===== config.mk =====
export PLATFORM = sky130hd
export DESIGN_NAME = pkg_write_controller
export DESIGN_NICKNAME = d
export VERILOG_FILES = /design/src/rtl/pkg_write_controller.sv
export SDC_FILE = /design/constraint.sdc
export NUM_CORES = 1
export LEC_CHECK = 0
export ABC_CLOCK_PERIOD_IN_PS = 3100
export CORE_MARGIN = 2
export CORE_UTILIZATION = 33
export CTS_BUF_LIST = sky130_fd_sc_hd__clkbuf_8
export DETAILED_ROUTE_END_ITERATION = 7
export HOLD_SLACK_MARGIN = 0.02
export PLACE_DENSITY_LB_ADDON = 0.3
export SYNTH_ARGS = -nofsm -noshare
export SYNTH_HDL_FRONTEND = slang
export SYNTH_SLANG_ARGS = --single-unit

===== constraint.sdc =====
create_clock -name clk -period 3.1 [get_ports clk]
set_input_delay 0.62 -clock clk [delete_from_list [all_inputs] [get_ports clk]]
set_output_delay 0.62 -clock clk [all_outputs]
set_load 0.02 [all_outputs]

===== src/rtl/pkg_write_controller.sv =====
// Packet write controller: stores incoming packet words into pages of a data RAM,
// taking pages from a free list and chaining them through a link RAM.
//
// state | meaning
// IDLE  | waiting for a free page to open a new packet
// WRITE | accepting packet words into the current page
// ALLOC | current page full, waiting for a free page to chain to
// DONE  | packet complete: self-link tail page, report head/tail/length
module pkg_write_controller #(
  parameter int ADDR_WIDTH        = 12,
  parameter int ADDR_PAGE_NUM_LOG = 6,
  parameter int DATA_WIDTH        = 8
) (
  input  logic                         clk,
  input  logic                         rst_n,
  input  logic                         pkg_valid,
  output logic                         pkg_ready,
  input  logic [DATA_WIDTH-1:0]        pkg_data,
  input  logic                         pkg_last,
  output logic                         empty_table_read_req,
  input  logic [ADDR_PAGE_NUM_LOG-1:0] empty_table_read_addr,
  input  logic                         empty_table_empty,
  output logic                         ram_write_req,
  output logic [ADDR_WIDTH-1:0]        ram_write_addr,
  output logic [DATA_WIDTH-1:0]        ram_write_data,
  output logic                         link_write_req,
  output logic [ADDR_PAGE_NUM_LOG-1:0] link_write_addr,
  output logic [ADDR_PAGE_NUM_LOG-1:0] link_write_data,
  output logic                         pkg_done,
  output logic [ADDR_PAGE_NUM_LOG-1:0] pkg_head_addr,
  output logic [ADDR_PAGE_NUM_LOG-1:0] pkg_tail_addr,
  output logic [ADDR_WIDTH:0]          pkg_length
);

  localparam int OFF_W = ADDR_WIDTH - ADDR_PAGE_NUM_LOG;
  localparam int PG_W  = ADDR_PAGE_NUM_LOG;
  localparam int LEN_W = ADDR_WIDTH + 1;

  typedef enum logic [1:0] {IDLE, WRITE, ALLOC, DONE} state_t;

  state_t            state, state_nxt;
  logic [PG_W-1:0]   cur_page, head_page, hold_head, hold_tail;
  logic [OFF_W-1:0]  offset;
  logic [LEN_W-1:0]  length, hold_len;
  logic              free_ok, beat, pop;

  // Strobes are gated by rst_n so nothing fires while reset is held.
  assign free_ok = rst_n && !empty_table_empty;
  assign beat    = (state == WRITE) && pkg_valid;
  assign pop     = ((state == IDLE) || (state == ALLOC)) && free_ok;

  always_ff @(posedge clk or negedge rst_n) begin
    if (!rst_n) begin
      state     <= IDLE;
      cur_page  <= '0;
      head_page <= '0;
      offset    <= '0;
      length    <= '0;
      hold_head <= '0;
      hold_tail <= '0;
      hold_len  <= '0;
    end else begin
      state <= state_nxt;
      if (pop) begin
        cur_page <= empty_table_read_addr;
        offset   <= '0;
        if (state == IDLE) begin
          head_page <= empty_table_read_addr;
          length    <= '0;
        end
      end
      if (beat) begin
        if (offset != '1) offset <= offset + 1'b1;
        if (length != '1) length <= length + 1'b1;
      end
      if (state == DONE) begin
        hold_head <= head_page;
        hold_tail <= cur_page;
        hold_len  <= length;
      end
    end
  end

  always_comb begin
    state_nxt = state;
    case (state)
      IDLE:    if (free_ok) state_nxt = WRITE;
      WRITE: begin
        if (beat) begin
          if (pkg_last)           state_nxt = DONE;
          else if (offset == '1)  state_nxt = ALLOC;
        end
      end
      ALLOC:   if (free_ok) state_nxt = WRITE;
      DONE:    state_nxt = IDLE;
      default: state_nxt = IDLE;
    endcase
  end

  always_comb begin
    pkg_ready            = 1'b0;
    empty_table_read_req = 1'b0;
    ram_write_req        = 1'b0;
    ram_write_addr       = '0;
    ram_write_data       = '0;
    link_write_req       = 1'b0;
    link_write_addr      = '0;
    link_write_data      = '0;
    pkg_done             = 1'b0;
    pkg_head_addr        = hold_head;
    pkg_tail_addr        = hold_tail;
    pkg_length           = hold_len;
    case (state)
      IDLE: empty_table_read_req = free_ok;
      WRITE: begin
        pkg_ready = 1'b1;
        if (pkg_valid) begin
          ram_write_req  = 1'b1;
          ram_write_addr = {cur_page, offset};
          ram_write_data = pkg_data;
        end
      end
      ALLOC: begin
        if (free_ok) begin
          empty_table_read_req = 1'b1;
          link_write_req       = 1'b1;
          link_write_addr      = cur_page;
          link_write_data      = empty_table_read_addr;
        end
      end
      DONE: begin
        link_write_req  = 1'b1;
        link_write_addr = cur_page;
        link_write_data = cur_page;
        pkg_done        = 1'b1;
        pkg_head_addr   = head_page;
        pkg_tail_addr   = cur_page;
        pkg_length      = length;
      end
      default: ;
    endcase
  end

endmodule


==> results of run 1 <==
[worst paths after layout]
kind,startpoint,endpoint,slack (ns),cells past startpoint
min in group asynchronous,rst_n,offset[2]$_DFF_PN0_,0.62,3
worst max register to register,length[0]$_DFF_PN0_,length[3]$_DFF_PN0_,0.80,5
worst min-delay path,hold_len[7]$_DFF_PN0_,hold_len[7]$_DFF_PN0_,0.47,2
max in group asynchronous,rst_n,hold_len[4]$_DFF_PN0_,1.99,3
worst max-delay path,pkg_valid,ram_write_addr[8],0.18,6
worst min register to register,hold_len[7]$_DFF_PN0_,hold_len[7]$_DFF_PN0_,0.47,2
[kinds of logic after synthesis]
family                   synth area share
AO/OA/AOI/OAI                      0.1045
XOR/XNOR                         0.003101
adder cells (fa/ha/maj)          0.008856
buffers and inverters             0.03720
flip-flops                         0.5137
multiplexers                     0.007086
AND/OR/NAND/NOR                    0.3255
[per-layer routing]
layer,global-route usage,up-vias,share of wire
li1,-,1243,-
met1,0.2303,1205,0.47
met2,0.2795,67,0.48
met3,0.05275,4,0.054
met4,0.04812,0,0.0046
met5,0,-,0
[per-stage QoR]
stage	instance area, sq um	setup TNS, ns	hold slack [ns]	power [W]	std cells
2_1_floorplan	2825	0	0.3244	0.001834	327
3_3_place_gp	3754	-0.2680	0.4584	0.002426	503
3_5_place_dp	3754	-0.2655	0.4563	0.002444	503
4_1_cts	3973	0	0.4728	0.003200	519
5_1_grt	3988	0	0.4978	0.003381	519
6_report	3988	0	0.4695	0.003148	519
[cell usage after synthesis (2+ instances only)]
library cell	number
nand2_1	127
dfrtp_1	58
and2_1	29
clkbuf_1	13
nand3_1	11
o21ai_0	10
nor2_1	7
a21o_1	5
nand4_1	5
a21oi_1	4
inv_1	4
nor3_1	4
a31o_2	3
buf_2	3
nor2b_1	3
o21ai_1	3
a211o_1	2
a22o_1	2
a31oi_1	2
and3_1	2
buf_4	2
ha_1	2
inv_2	2
mux2i_1	2
nand2b_1	2
nor3b_1	2
o21a_1	2
o22a_1	2
or3_1	2
[final cells by class]
| class | instances | area [sq um] | share of cell area |
|---|---|---|---|
| Sequential cell | 58 | 1451 | 0.3640 |
| Multi-Input combinational cell | 244 | 1270 | 0.3185 |
| Timing Repair Buffer | 89 | 890.9 | 0.2234 |
| Clock buffer | 13 | 178.9 | 0.04487 |
| Tap cell | 105 | 131.4 | 0.03295 |
| Clock inverter | 3 | 37.54 | 0.009413 |
| Inverter | 7 | 27.53 | 0.006903 |
[sequential cells by signal, summed over array words and instances (netlist names)]
signal and flops:
cur_page 6, offset 6, hold_tail 6, hold_len 13, hold_head 6, head_page 6, state 2, length 13
[worst register-to-register path: stages (launching register included)]
cell and delay, ns:
dfrtp_1 0.41, ha_1 0.25, nand3_1 0.19, o41ai_4 0.79
and2_1 0.41, a211o_1 0.18
[what timing repair did]
item / CTS / global route
gates cloned: 0 / 0
setup endpoints to repair: 30 / 6
gates resized for setup: 2 / 6
[where the power goes]
group	switching, W	leakage [nW]	internal (W)
Sequential	0.000160	0.769	0.000963
Clock	0.000282	0.118	0.000454
Combinational	0.000724	1.15	0.000566
==> qor.txt, run 1 <==
outcome = finished clean
clk buf depth = 2
Final HPWL DP = 5222 um
slowest stage delay, CP = 0.61 ns
core area = 8258 sq um
Root Buffer = clkbuf_8
fin crit period = 2.917 ns
min-delay worst type = flip-flop to flip-flop
commonest non-fill, non-tap cells in the layout = nand2_1, clkdlybuf4s50_1, dfrtp_1
Final setup viols = 0
RD Place Congestion = 0.8123
DRC viols = 0
Unique masters post-synth = 41
via count = 2,519
Slew headroom = 0.4462
H-Tree Depth = 3
Max FO, Critical Path = 22
CP endpoint kind = output port
Worst IR Drop VDD = 0.3931 mV
Slew @ Worst Pin = 0.8278 ns
number of fill cells in the layout = 835
row count = 33
Ant. Diodes = 0
ys async rst share = 1.000
syn_nets = 348
routed vias/inst = 4.854
GR Overflow Total = 0
Post-Syn Instances = 327
Die W = 96.53 um
Top delay family on crit path = buffers and inverters
die area = 9317 sq um
Main synth FF type = dfrtp_1
Worst Path Arrival = 2.30 ns
Leak = 2.033 nW
most common cell after layout, fill and taps aside = nand2_1
GR Util All Layers = 0.1747
share of the synthesized area in the top cell type = 0.5137
synthesized area per cell = 8.640 sq um
worst setup slack after layout = 0.1832 ns
drt pass-1 iters = 6
fmax = 342.8 MHz
Die H = 96.53 um
period utilization = 0.9409
CTS Buf Count = 9
Routed WL per cell = 14.33 um
largest net degree at the start of global routing = 59
Worst-path clk slew = 0.06 ns
cells along the critical path = clkdlybuf4s50_1, nand3b_4, inv_2, buf_12, and2_1, clkdlybuf4s50_1
sum of buffers and inverters on the critical path = 4
Nets = 430
Routed Antenna Nets = 0
unrepaired setup endpoints after global routing = no
Fin. Hold Viols = 0
Slowest cell on crit path = clkdlybuf4s50_1
Layout Utilization = 0.4829
share of post-route cells with drive strength above 1 = 0.08213
effective utilization at floorplan = 0.3421
Iter 0 DRT Violations = 86
CTS tree = done
hold buffer count at cts = 0
Worst path most repeated cell = clkdlybuf4s50_1
vias in the first global route = 2,544
FF+latch count, synth = 58
CTS sink count = 58
Ports = 81
synth top area cells = dfrtp_1, nand2_1, and2_1
count of input and output buffers = 80
Netlist Area Pre-Place = 2825 sq um
CP required = 2.48 ns
P&R area growth vs syn = 41.14%
clock skew = 0.005049 ns
routed wire length = 7436 um
post-synthesis sequential area ratio = 0.5137
kind of critical path = input pin to output port
Ys Warns = 0
CP Launch Type = input pin
Setup WS pre-CTS = -0.05914 ns
worst skew pair latency = 0.33 ns
area leader, netlist = dfrtp_1
first-pass GRT wire length = 12,470 um
max-slew violations = 0
Post-synth EDFFs = 0
MaxCap Viol Count = 0
initial antenna violation count = 0
pwr dens = 789.5 nW/um^2
Post CTS Setup Buffer Count = 0
Note: power is estimated with default switching activity, not from simulation.
==> inputs of run 2 (changes only) <==
--- a/config.mk
+++ b/config.mk
@@ -5,11 +5,12 @@
 export SDC_FILE = /design/constraint.sdc
 export NUM_CORES = 1
 export LEC_CHECK = 0
-export ABC_CLOCK_PERIOD_IN_PS = 3100
+export ABC_CLOCK_PERIOD_IN_PS = 3300
 export CORE_MARGIN = 2
 export CORE_UTILIZATION = 33
 export CTS_BUF_LIST = sky130_fd_sc_hd__clkbuf_8
 export DETAILED_ROUTE_END_ITERATION = 7
+export GPL_TIMING_DRIVEN = 0
 export HOLD_SLACK_MARGIN = 0.02
 export PLACE_DENSITY_LB_ADDON = 0.3
 export SYNTH_ARGS = -nofsm -noshare
==> constraint.sdc (replaced) <==
create_clock -name clk -period 3.3 [get_ports clk]
set_input_delay 0.66 -clock clk [delete_from_list [all_inputs] [get_ports clk]]
set_output_delay 0.66 -clock clk [all_outputs]
set_load 0.02 [all_outputs]
==> run 2 against run 1 <==
Effect of this change:
- worst setup slack worse by 0.075 ns
- first-iteration DRC count up 13%
- total power down 5.9%
- sequential cell count unchanged
- non-clock buffer count up 8
- clock skew up 0.00079 ns
- sequential share of layout area about the same
- combinational power down 3%
- largest power group unchanged
- largest cell class unchanged
- clock power down 7.1%
==> qor.txt, run 2 (synthesis gave the netlist of run 1 again) <==
outcome = finished clean
Top delay family on crit path = buffers and inverters
via count = 2,567
CTS sink count = 58
pwr dens = 742.5 nW/um^2
Nets = 438
period utilization = 0.9673
grt met1 use = 0.2327
Final Cell Area = 3989 sq um
Final setup viols = 0
dpl cell area = 3772 sq um
Post CTS Setup Buffer Count = 0
slowest stage delay, CP = 0.61 ns
MaxCap Viol Count = 0
Top Registers = hold_len x13, length x13
P&R area growth vs syn = 41.19%
met3 Use GR = 0.05818
initial antenna violation count = 0
H-Tree Depth = 3
Max FO, Critical Path = 19
GR peak layer = met2
Worst Path Arrival = 2.53 ns
Die H = 96.53 um
Slew @ Worst Pin = 0.5608 ns
Worst-path clk slew = 0.07 ns
GR Overflow Total = 0
Routed WL per cell = 14.46 um
CTS tree = done
commonest non-fill, non-tap cells in the layout = nand2_1, clkdlybuf4s50_1, dfrtp_1
Die W = 96.53 um
RD Place Congestion = 0.8102
worst setup slack after layout = 0.1079 ns
Ant. Diodes = 0
fmax = 313.3 MHz
count of input and output buffers = 80
Leak = 2.010 nW
clock skew = 0.005839 ns
cells along the critical path = clkdlybuf4s50_1, nand3b_4, inv_2, clkbuf_4, and2_1, clkdlybuf4s50_1
routing usage on met2 = 0.2853
most common cell after layout, fill and taps aside = nand2_1
CP required = 2.64 ns
effective utilization at floorplan = 0.3421
sum of buffers and inverters on the critical path = 4
routed wire length = 7607 um
die area = 9317 sq um
Fin. Hold Viols = 0
fin crit period = 3.192 ns
worst skew pair latency = 0.34 ns
CP Launch Type = input pin
CTS Buf Count = 9
largest net degree at the start of global routing = 40
min-delay worst type = input pin to asynchronous set/reset pin
drt pass-1 iters = 4
Routed Antenna Nets = 0
Ports = 81
share of post-route cells with drive strength above 1 = 0.07838
Worst IR Drop VDD = 0.3715 mV
hold slack = 0.2078 ns
Worst path most repeated cell = clkdlybuf4s50_1
Setup WS pre-CTS = -0.3815 ns
clk buf depth = 2
Root Buffer = clkbuf_8
core area = 8258 sq um
first-pass GRT wire length = 12,680 um
CP endpoint kind = output port
kind of critical path = input pin to output port
DRC viols = 0
routed vias/inst = 4.880
vias in the first global route = 2,628
Iter 0 DRT Violations = 97
GR Util All Layers = 0.1797
Final HPWL DP = 5430 um
Slowest cell on crit path = clkdlybuf4s50_1
row count = 33
max-slew violations = 0
Slew headroom = 0.6248
## run 2: changes by cell type in the layout (fill, tap and decap cells not counted), moves of 3 or more
cell	previous run	this run
buf_4	8	3
clkbuf_1	0	8
clkbuf_2	0	3
clkdlybuf4s50_1	73	70
dlygate4sd2_1	0	5
dlymetal6s2s_1	6	3
## run 2: what timing repair did
item / 4_1_cts / 5_1_grt
hold buffers: 0 / 0
endpoints found under the setup margin: 46 / 22
resized for setup: 13 / 7
## run 2: area by class of cell
cell class	count	area (sq um)
clock buffers	12	165.2
clock inverters	3	38.79
repair buffers	81	819.5
multi-input cells	244	1276
fillers	838	4269
well taps	105	131.4
plain buffers	16	77.57
flip-flops and latches	58	1451
inverters	7	28.78
## run 2: final timing paths
check / start / end / slack (ns) / cells past startpoint
max reg2reg: length[0]$_DFF_PN0_ / length[5]$_DFF_PN0_ / 1.34 / 6
max in group asynchronous: rst_n / head_page[2]$_DFFE_PN0P_ / 2.58 / 2
max: pkg_valid / ram_write_addr[0] / 0.11 / 6
min reg2reg: hold_head[3]$_DFF_PN0_ / hold_head[3]$_DFF_PN0_ / 0.47 / 2
min: rst_n / length[9]$_DFF_PN0_ / 0.21 / 1
min in group clk: hold_head[3]$_DFF_PN0_ / hold_head[3]$_DFF_PN0_ / 0.47 / 2
## run 2: worst reg2reg max path, delay by kind of cell, from the launching register on
family | cells | cell delay [ns]
AOI/OAI and AO/OA | 3 | 0.71
DFF | 1 | 0.41
adders and majority gates | 1 | 0.28
buffers and inverters | 1 | 0.26
and+or+nand+nor | 1 | 0.20
## run 2: report_power, final
group / internal (W) / switching [W]
sequential: 0.000904 / 0.000121
combinational: 0.000526 / 0.000726
clock: 0.000402 / 0.000282
total: 0.00183 / 0.00113
## run 2: through the flow
step | utilization | total power (W) | std cells | TNS, ns
CTS | 0.4815 | 0.002993 | 527 | 0
finish | 0.4830 | 0.002962 | 526 | 0
global placement | 0.4550 | 0.002277 | 512 | -91.54
detailed placement | 0.4568 | 0.002305 | 513 | -5.891
global route | 0.4830 | 0.003164 | 526 | -0.001457
floorplan | - | 0.001723 | 327 | 0
## run 2: routing by layer
metal	up-vias	share of wire
met3	13	0.056
met4	0	0.019
li1	1258	-
met5	-	0
met1	1224	0.45
met2	72	0.48
==> inputs of run 3 (changes only) <==
--- a/config.mk
+++ b/config.mk
@@ -7,8 +7,8 @@
 export LEC_CHECK = 0
 export ABC_CLOCK_PERIOD_IN_PS = 3300
 export CORE_MARGIN = 2
-export CORE_UTILIZATION = 33
-export CTS_BUF_LIST = sky130_fd_sc_hd__clkbuf_8
+export CORE_UTILIZATION = 48
+export CTS_BUF_LIST = sky130_fd_sc_hd__clkbuf_16
 export DETAILED_ROUTE_END_ITERATION = 7
 export GPL_TIMING_DRIVEN = 0
 export HOLD_SLACK_MARGIN = 0.02
==> constraint.sdc (replaced) <==
create_clock -name clk -period 3.3 [get_ports clk]
set_input_delay 0.66 -clock clk [delete_from_list [all_inputs] [get_ports clk]]
set_output_delay 0.66 -clock clk [all_outputs]
set_load 0.01 [all_outputs]
==> run 3 against run 2 <==
Effect of this change:
- routed wire length rose by 2.1%
- register-to-register slack worse by 0.04 ns
- sequential cell count did not move
- total power grew 7.3%
- clock skew barely moved
- fmax is 0.98% lower
- die area down 30%
- count of clock-buffer cells in the layout decreased by 3
- worst hold slack worse by 0.044 ns
- critical path type unchanged
- via count up 3.3%
- critical endpoint is now link_write_data[2]
==> qor.txt, run 3 (synthesis gave the netlist of run 1 again) <==
outcome = finished clean
H-Tree Depth = 3
CTS Buf Count = 9
Worst-path clk slew = 0.05 ns
CP endpoint kind = output port
Iter 0 DRT Violations = 166
fin crit period = 3.224 ns
clock skew = 0.006314 ns
Nets = 440
RD Place Congestion = 0.8544
Layout Utilization = 0.7385
largest net degree at the start of global routing = 22
via count = 2,651
CP required = 2.64 ns
flop2flop setup slack = 1.30 ns
first-pass GRT wire length = 12,630 um
Ant. Diodes = 0
Fin. Hold Viols = 0
sum of buffers and inverters on the critical path = 4
routed wire length = 7763 um
Die H = 80.72 um
TNS Setup = 0 ns
Setup WS pre-CTS = -0.4888 ns
Root Buffer = clkbuf_16
CP Launch Type = input pin
pwr dens = 767.2 nW/um^2
clock power share = 0.315
min-delay worst type = input pin to asynchronous set/reset pin
effective utilization at floorplan = 0.5038
period utilization = 0.9768
core area = 5608 sq um
Seq pwr share = 0.324
Routed Antenna Nets = 0
Top Registers = hold_len x13, length x13
slowest stage delay, CP = 0.53 ns
total power draw = 0.003177 W
die area = 6516 sq um
Logic pwr share = 0.361
Slew headroom = 0.6747
Top delay family on crit path = buffers and inverters
P&R area growth vs syn = 46.59%
worst reg2reg path depth = 6
worst skew pair latency = 0.32 ns
drt pass-1 iters = 4
Pint = 0.002115 W
Ports = 81
Slowest cell on crit path = clkdlybuf4s50_1
Sequential Area = 1451 sq um
cells along the critical path = clkdlybuf4s50_1, or3b_4, inv_8, and2_1, buf_4, a22o_1, clkdlybuf4s50_1
clk buf depth = 2
R2R Path Start = length[0]$_DFF_PN0_
CTS sink count = 58
vias in the first global route = 2,593
Worst path most repeated cell = clkdlybuf4s50_1
P_sw = 0.001063 W
MaxCap Viol Count = 0
initial antenna violation count = 0
CTS tree = done
hold buffer count at cts = 0
Leak = 2.080 nW
worst setup slack after layout = 0.07643 ns
area of the multi-input gates = 1274 sq um
commonest non-fill, non-tap cells in the layout = nand2_1, clkdlybuf4s50_1, dfrtp_1
number of fill cells in the layout = 404
Max FO, Critical Path = 11
DRC viols = 0
count of input and output buffers = 80
fmax = 310.2 MHz
routed vias/inst = 5.345
Final HPWL DP = 5136 um
reg2reg end = length[11]$_DFF_PN0_
Final setup viols = 0
row count = 27
Slew @ Worst Pin = 0.4880 ns
GR Overflow Total = 0
Routed WL per cell = 15.65 um
share of post-route cells with drive strength above 1 = 0.09434
Worst IR Drop VDD = 0.4771 mV
Die W = 80.72 um
kind of critical path = input pin to output port
most common cell after layout, fill and taps aside = nand2_1
max-slew violations = 0
GR Util All Layers = 0.2577
Worst Path Arrival = 2.56 ns
unrepaired setup endpoints after global routing = no
Sw Ratio = 0.3345
-- run 3: worst register-to-register path, delay by kind of cell (launching register included) --
family          cells  cell delay, ns
buf+inv             1            0.26
compound gates      3            0.72
flops               1            0.44
fa+ha+maj           1            0.28
simple gates        1            0.19
-- run 3: per-stage QoR --
step	hold WS [ns]	instances	instance area (sq um)
after floorplan	0.3644	327	2825
after global placement	0.4534	479	3716
after detailed placement	0.4565	480	3731
after CTS	0.1617	495	4109
after global routing	0.1680	496	4141
final	0.1634	496	4141
-- run 3: worst max-delay path by stage --
stage,start,end,cells past startpoint
floorplan,empty_table_empty,link_write_data[2],6
global placement,rst_n,link_write_data[4],8
detailed placement,rst_n,link_write_data[4],9
CTS,pkg_valid,ram_write_addr[5],6
global route,empty_table_empty,link_write_data[2],7
finish,empty_table_empty,link_write_data[2],7
-- run 3: final cells by class --
cell class                      instances  area share
Sequential cell                        58      0.3505
Multi-Input combinational cell        244      0.3076
Timing Repair Buffer                   83      0.2130
Clock buffer                            9     0.05438
Clock inverter                          7     0.02477
Tap cell                               72     0.02175
Buffer                                 16     0.01903
Inverter                                7    0.009063
-- run 3: metal layers --
| metal | global-route usage | vias to the layer above | share of wire |
|---|---|---|---|
| li1 | - | 1265 | - |
| met1 | 0.3241 | 1294 | 0.42 |
| met2 | 0.4350 | 80 | 0.51 |
| met3 | 0.04607 | 12 | 0.054 |
| met4 | 0.1136 | 0 | 0.015 |
| met5 | 0 | - | 0 |
-- run 3: power by group through the flow --
stage	registers [W]	logic, W	clock network [W]
floorplan	0.000996	0.000584	0
global placement	0.00102	0.00109	0
detailed placement	0.00103	0.00112	0
CTS	0.00102	0.00115	0.00101
global route	0.00105	0.00126	0.00104
finish	0.00103	0.00115	0.00100
-- run 3: repair_timing --
item	in CTS	in global routing
setup endpoints to repair	26	36
gates resized for setup	10	15
setup buffers	0	1
gates cloned	1	0
